### src/rtl/uart_awg_pkg.sv
// Shared constants for the AWG parameter receiver: frame header bytes, word types, FSM encoding.
// No logic of its own. The clog2 helper sizes the parameterised counters.
package uart_awg_pkg;
  localparam logic [7:0] HDR0 = 8'hAA;
  localparam logic [7:0] HDR1 = 8'h55;

  localparam logic [1:0] TYP_DELAY = 2'd0;
  localparam logic [1:0] TYP_LEN   = 2'd1;
  localparam logic [1:0] TYP_ADDR  = 2'd2;
  localparam logic [1:0] TYP_CMD   = 2'd3;

  localparam logic [5:0] CMD_COMMIT = 6'd0;

  localparam logic [2:0] ST_IDLE = 3'd0;
  localparam logic [2:0] ST_HDR2 = 3'd1;
  localparam logic [2:0] ST_GA   = 3'd2;
  localparam logic [2:0] ST_IDX  = 3'd3;
  localparam logic [2:0] ST_DATA = 3'd4;
  localparam logic [2:0] ST_CSUM = 3'd5;

  typedef struct packed {
    logic [1:0] typ;
    logic [5:0] idx;
  } idx_t;

  function automatic int clog2(input int v);
    int r;
    r = 0;
    for (int i = 0; i < 31; i++) begin
      if ((1 << i) < v) r = i + 1;
    end
    return r;
  endfunction
endpackage

### src/rtl/awg_shadow_regbank.sv
// Shadow and active DELAY/LEN/ADDR word banks; a write lands in shadow on the clock edge after it
// is presented, commit copies every shadow word to active on one edge. No backpressure.
module awg_shadow_regbank
  import uart_awg_pkg::*;
#(
  parameter int NW     = 12,
  parameter int DATA_W = 24,
  parameter int IDX_W  = 4
) (
  input  logic                 clk,
  input  logic                 rst,
  input  logic                 wr_en,
  input  logic [1:0]           wr_typ,
  input  logic [IDX_W-1:0]     wr_idx,
  input  logic [DATA_W-1:0]    wr_data,
  input  logic                 commit,
  output logic [NW*DATA_W-1:0] delay,
  output logic [NW*DATA_W-1:0] len,
  output logic [NW*DATA_W-1:0] addr
);
  logic [NW*DATA_W-1:0] sh_delay;
  logic [NW*DATA_W-1:0] sh_len;
  logic [NW*DATA_W-1:0] sh_addr;

  always_ff @(posedge clk) begin
    if (rst) begin
      sh_delay <= '0;
      sh_len   <= '0;
      sh_addr  <= '0;
      delay    <= '0;
      len      <= '0;
      addr     <= '0;
    end else begin
      if (wr_en) begin
        case (wr_typ)
          TYP_DELAY: sh_delay[int'(wr_idx)*DATA_W +: DATA_W] <= wr_data;
          TYP_LEN:   sh_len[int'(wr_idx)*DATA_W +: DATA_W]   <= wr_data;
          TYP_ADDR:  sh_addr[int'(wr_idx)*DATA_W +: DATA_W]  <= wr_data;
          default: ;
        endcase
      end
      // Shadow is kept across commit so partial updates can be layered on top.
      if (commit) begin
        delay <= sh_delay;
        len   <= sh_len;
        addr  <= sh_addr;
      end
    end
  end
endmodule

### src/rtl/uart_awg_param_rx.sv
// Parses framed, XOR-checksummed UART bytes into shadow register writes and COMMIT commands;
// wr_ack/commit pulse 1 cycle after the CSUM byte. No backpressure: every I_rx_vld byte is consumed.
module uart_awg_param_rx
  import uart_awg_pkg::*;
#(
  parameter int         NUM_CH      = 4,
  parameter int         NUM_SEG     = 3,
  parameter int         DATA_W      = 24,
  parameter int         TIMEOUT_CYC = 10000,
  parameter logic [4:0] BCAST_GA    = 5'h1F
) (
  input  logic                               I_clk_10M,
  input  logic                               I_rst,
  input  logic [7:0]                         I_rx_data,
  input  logic                               I_rx_vld,
  input  logic [4:0]                         I_ga,
  output logic [NUM_CH*NUM_SEG*DATA_W-1:0]   O_delay,
  output logic [NUM_CH*NUM_SEG*DATA_W-1:0]   O_len,
  output logic [NUM_CH*NUM_SEG*DATA_W-1:0]   O_addr,
  output logic                               O_commit,
  output logic                               O_wr_ack,
  output logic [15:0]                        O_err_cnt,
  output logic                               O_busy
);
  localparam int NW         = NUM_CH * NUM_SEG;
  localparam int DATA_BYTES = (DATA_W + 7) / 8;
  localparam int SH_W       = DATA_BYTES * 8;
  localparam int IDX_W      = (clog2(NW) < 1) ? 1 : clog2(NW);
  localparam int CNT_W      = (clog2(TIMEOUT_CYC) < 1) ? 1 : clog2(TIMEOUT_CYC);

  logic [2:0]       state;
  idx_t             idx_q;
  logic [7:0]       csum;
  logic [SH_W-1:0]  shreg;
  logic [SH_W-1:0]  shreg_next;
  logic [2:0]       byte_cnt;
  logic             ga_ok;
  logic [CNT_W-1:0] gap_cnt;
  logic [15:0]      err_cnt;
  logic             wr_ack;
  logic             commit;

  logic frame_end, csum_ok, idx_ok, accept, frame_err, wr_en, do_commit, timeout;

  always_comb begin
    shreg_next      = shreg << 8;
    shreg_next[7:0] = I_rx_data;
  end

  assign frame_end = (state == ST_CSUM) && I_rx_vld;
  assign csum_ok   = (csum == I_rx_data);
  assign idx_ok    = (idx_q.typ == TYP_CMD) ? (idx_q.idx == CMD_COMMIT)
                                            : ({2'b00, idx_q.idx} < 8'(NW));
  // Frames for another slot are consumed to the end but never counted as errors.
  assign accept    = frame_end && ga_ok && csum_ok && idx_ok;
  assign frame_err = frame_end && ga_ok && !(csum_ok && idx_ok);
  assign wr_en     = accept && (idx_q.typ != TYP_CMD);
  assign do_commit = accept && (idx_q.typ == TYP_CMD);
  assign timeout   = (state != ST_IDLE) && !I_rx_vld && (gap_cnt == CNT_W'(TIMEOUT_CYC - 1));

  always_ff @(posedge I_clk_10M) begin
    if (I_rst) begin
      state    <= ST_IDLE;
      idx_q    <= '0;
      csum     <= '0;
      shreg    <= '0;
      byte_cnt <= '0;
      ga_ok    <= 1'b0;
      gap_cnt  <= '0;
      err_cnt  <= '0;
      wr_ack   <= 1'b0;
      commit   <= 1'b0;
    end else begin
      wr_ack  <= wr_en;
      commit  <= do_commit;
      gap_cnt <= (state == ST_IDLE || I_rx_vld || timeout) ? '0 : gap_cnt + 1'b1;
      if ((frame_err || timeout) && err_cnt != 16'hFFFF) err_cnt <= err_cnt + 16'd1;

      if (timeout) begin
        state <= ST_IDLE;
      end else if (I_rx_vld) begin
        case (state)
          ST_IDLE: if (I_rx_data == HDR0) state <= ST_HDR2;
          ST_HDR2: begin
            if (I_rx_data == HDR1)      state <= ST_GA;
            else if (I_rx_data != HDR0) state <= ST_IDLE;
          end
          ST_GA: begin
            ga_ok <= (I_rx_data == {3'b000, I_ga}) || (I_rx_data == {3'b000, BCAST_GA});
            csum  <= I_rx_data;
            state <= ST_IDX;
          end
          ST_IDX: begin
            idx_q    <= idx_t'(I_rx_data);
            csum     <= csum ^ I_rx_data;
            byte_cnt <= '0;
            state    <= ST_DATA;
          end
          ST_DATA: begin
            shreg    <= shreg_next;
            csum     <= csum ^ I_rx_data;
            byte_cnt <= byte_cnt + 3'd1;
            if (byte_cnt == 3'(DATA_BYTES - 1)) state <= ST_CSUM;
          end
          default: state <= ST_IDLE;
        endcase
      end
    end
  end

  awg_shadow_regbank #(
    .NW     (NW),
    .DATA_W (DATA_W),
    .IDX_W  (IDX_W)
  ) u_bank (
    .clk     (I_clk_10M),
    .rst     (I_rst),
    .wr_en   (wr_en),
    .wr_typ  (idx_q.typ),
    .wr_idx  (idx_q.idx[IDX_W-1:0]),
    .wr_data (shreg[DATA_W-1:0]),
    .commit  (do_commit),
    .delay   (O_delay),
    .len     (O_len),
    .addr    (O_addr)
  );

  assign O_commit  = commit;
  assign O_wr_ack  = wr_ack;
  assign O_err_cnt = err_cnt;
  assign O_busy    = (state != ST_IDLE);
endmodule

### config.mk
export PLATFORM = sky130hd
export DESIGN_NAME = uart_awg_param_rx
export DESIGN_NICKNAME = d
export VERILOG_FILES = /design/src/rtl/uart_awg_pkg.sv /design/src/rtl/awg_shadow_regbank.sv /design/src/rtl/uart_awg_param_rx.sv
export SDC_FILE = /design/constraint.sdc
export NUM_CORES = 2
export LEC_CHECK = 0
export ABC_AREA = 1
export BUFFER_PORTS_ARGS = -buffer_cell sky130_fd_sc_hd__buf_2
export CORE_ASPECT_RATIO = 1.5
export CORE_MARGIN = 2
export CORE_UTILIZATION = 50
export DETAILED_ROUTE_END_ITERATION = 10
export PLACE_DENSITY = 0.76
export SKIP_CTS_REPAIR_TIMING = 1
export SYNTH_ARGS = -nofsm -noshare
export SYNTH_HDL_FRONTEND = slang
export SYNTH_SLANG_ARGS = --single-unit
### constraint.sdc
create_clock -name I_clk_10M -period 4.84 [get_ports I_clk_10M]
set_input_delay 0.484 -clock I_clk_10M [delete_from_list [all_inputs] [get_ports I_clk_10M]]
set_output_delay 0.484 -clock I_clk_10M [all_outputs]
set_load 0.1 [all_outputs]
==> results.json <==
{
  "busiest_layer": "met2",
  "routed_via_density": 5.26,
  "yosys_warnings": 0,
  "grt_max_degree": 284,
  "tns_ns": 0,
  "max-clock-path-buffers": 3,
  "dieArea_sq_mm": 0.144,
  "vias": 63800,
  "hold_violations": 0,
  "io_pins": 899,
  "synth_edf_count": 0,
  "io_buffers": 898,
  "pre_cts_ws_ns": 0.528,
  "yosysUniqueCellTypes": 49,
  "cpPeakStageDelay_ns": 0.63,
  "cts_buffers": 162,
  "cp-end-kind": "register",
  "p_int_mw": 23.1,
  "tritoncts": "done",
  "cts-root-buf": "clkbuf_16",
  "drc_errors": 0,
  "die_w_um": 310,
  "firstDrtPassIters": 6,
  "clk_latency_ns": 0.82,
  "grt.met1_usage_pct": 39.5,
  "gp_congestion": 0.989,
  "fillers": 12600,
  "critPathKind": "register to register",
  "placed_cells": 11800,
  "nNetsFinal": 10200,
  "instances_no_fill": 12100,
  "cellPowerDensity_mw_per_mm2": 369,
  "global_route.usage.met2_pct": 51.5,
  "netlist_area_sq_mm": 0.0704,
  "clock_skew_ns": 0.0371,
  "synth-seq-cells": 1807,
  "rsz0062_at_grt": "no",
  "postSynthCellCount": 9526,
  "setup_viol": 0,
  "grt_pass1_vias": 58300,
  "switchingPower_mw": 7.08,
  "area_growth_syn_to_layout_pct": 16.0,
  "swShare_pct": 23.5,
  "final_util_pct": 58.4,
  "crit_arrival_ns": 5.14,
  "required_ns": 5.59,
  "drive_above_1_share_pct": 14.1,
  "cp_max_fo": 21,
  "cts.sinks": 1807,
  "critPathBufInv": 6,
  "ys_async_sr_fraction_pct": 0,
  "holdCritPathClass": "input pin to register",
  "path_delay_family": "simple AND/OR/NAND/NOR gates",
  "yosysSeqAreaShare_pct": 51.4,
  "wl_um": 239000,
  "overflow": 0,
  "avgSynthCellArea_sq_um": 7.39,
  "clockPowerShare_pct": 45.2,
  "fin_crit_ns": 4.39,
  "antenna_found_initial": 10,
  "initial_core_util_pct": 50.4,
  "cellLeakagePower_nw": 37.9,
  "antenna_left": 0,
  "fmax_mhz": 228,
  "power_mw": 30.1,
  "synthFlopType": "dfxtp_1",
  "slowest_stage": "nand2_1",
  "path_clk_slew_ns": 0.07,
  "dr.first_iter.drc_count": 6478,
  "status": "complete, no violations",
  "fin_crit_sh_pct": 90.6,
  "startpoint_type": "register",
  "power_frac_seq_pct": 49.7,
  "finalWorstSetupSlack_ns": 0.453,
  "fp.coreArea_sq_mm": 0.140,
  "grt_pass1_wl_um": 351000,
  "num_rows": 168,
  "crit_path_cell_trace": "clkinv_1, ha_1, nor2_8, nand2_2, nor2_2, nand3_1, inv_1, ha_1, inv_2, buf_4, nor2_4, inv_1, nand2_1, nand3_1, nand2_1, inv_1, nor2_1",
  "wl_per_cell_um": 19.7,
  "syn_nets": 9558,
  "cp_common_cell": "inv_1",
  "slew_headroom_pct": 7.72,
  "p_comb_share_pct": 5.1,
  "htree_levels": 4,
  "tightestPinTransition_ns": 1.38,
  "hpwl_um": 172000,
  "chipHeight_um": 464,
  "slew_violations": 0,
  "peakVddDrop_v": 0.000355,
  "maxCapViolations": 0,
  "gr-usage-met3_pct": 7.62,
  "grt_usage_pct": 32.0
}
-- cell usage after synthesis, types with 27 or more instances --
cell / n / share of area (%)
a21oi_1: 1090 / 7.7
buf_2: 173 / 1.2
clkbuf_1: 355 / 1.9
dfxtp_1: 1807 / 51
inv_1: 1511 / 8.1
inv_2: 31 / 0.17
nand2_1: 1098 / 5.9
nand3_1: 160 / 1.1
nand4_1: 53 / 0.47
nor2_1: 1514 / 8.1
nor2_4: 30 / 0.48
o21ai_0: 1423 / 10
o21ai_1: 27 / 0.19
-- cell usage in the layout (no fill, tap or decap), types with 10 or more instances in the layout --
cell	Yosys	layout
o21ai_0	1423	1423
inv_2	31	31
buf_2	173	898
o21ai_2	3	13
clkbuf_8	0	39
nor2_4	30	31
xnor2_1	11	11
ha_1	15	14
nor2_2	20	20
inv_1	1511	1510
nand4_4	16	16
xor2_1	10	10
buf_4	11	100
a21oi_1	1090	1090
nor3_1	24	24
o21ai_1	27	15
nand2_1	1098	1095
bufinv_16	0	18
clkbuf_16	0	165
dfxtp_1	1807	1807
nand4_1	53	53
nor2_1	1514	1513
clkinv_2	0	23
buf_12	0	18
nand4_2	10	10
clkbuf_1	355	26
nand3_1	160	160
nand3_2	18	18
-- worst min-delay path, cell delays in order --
cell and delay [ns]:
buf_2 0.16, nand2_1 0.08, a31oi_1 0.08
-- sequential cells by signal (all words and copies together), names as in the netlist, 8 cells and up --
name / count
u_bank.delay: 288
csum: 8
u_bank.len: 288
gap_cnt: 14
idx_q: 8
u_bank.sh_delay: 288
shreg: 24
u_bank.sh_addr: 288
O_err_cnt: 16
u_bank.addr: 288
u_bank.sh_len: 288
-- through the flow --
stage                     area (sq um)  hold slack, ns
final                            81700          0.0611
after global routing             81700          0.0160
after CTS                        81600          -0.119
after detailed placement         76000           0.433
after global placement           76000           0.429
after floorplan                  70400           0.418
-- power groups by stage --
stage | Clock [mW] | Sequential, mW | Combinational [mW]
final | 13.6 | 15.0 | 1.54
after global placement | 0 | 15.3 | 1.48
after floorplan | 0 | 15.3 | 1.07
after detailed placement | 0 | 15.3 | 1.49
after CTS | 13.7 | 15.0 | 1.50
after global routing | 14.3 | 15.0 | 1.66
-- cells by family after synthesis --
family / after synthesis / share of synthesized area, %
DFF: 1807 / 51.4
adders and majority gates: 16 / 0.295
and+or+nand+nor: 2963 / 17.6
AOI/OAI and AO/OA: 2602 / 18.7
xor gates and xnor gates: 23 / 0.307
buffers and inverters: 2115 / 11.8
-- layer usage --
layer | up-vias | share of wire [%]
li1 | 31100 | -
met3 | 561 | 8.6
met2 | 2595 | 45
met1 | 29500 | 40
met5 | - | 0.0054
met4 | 2 | 5.8
-- cell type report --
type	instances	area (sq um)	area share, %
tap	1870	2340	2.86
clock inverter	55	843	1.03
sequential	1807	36200	44.3
clock buffer	230	4760	5.83
antenna	3	7.51	0.00919
multi-input combinational	5604	26100	31.9
timing repair buffer	1019	5640	6.90
inverter	1548	5820	7.13
-- final timing paths --
kind                                     start                              end  slack [ns]  cells after the start
setup / recovery         idx_q[0]$_SDFFE_PP0P_  u_bank.sh_len[151]$_SDFFE_PP0P_        0.45                     17
hold / removal                    I_rx_data[1]             csum[1]$_SDFFE_PP0P_        0.06                      3
hold reg to reg   u_bank.len[114]$_SDFFE_PP0P_     u_bank.len[114]$_SDFFE_PP0P_        0.44                      2
setup reg to reg         idx_q[0]$_SDFFE_PP0P_  u_bank.sh_len[151]$_SDFFE_PP0P_        0.45                     17
Note: power is estimated with default switching activity, not from simulation.
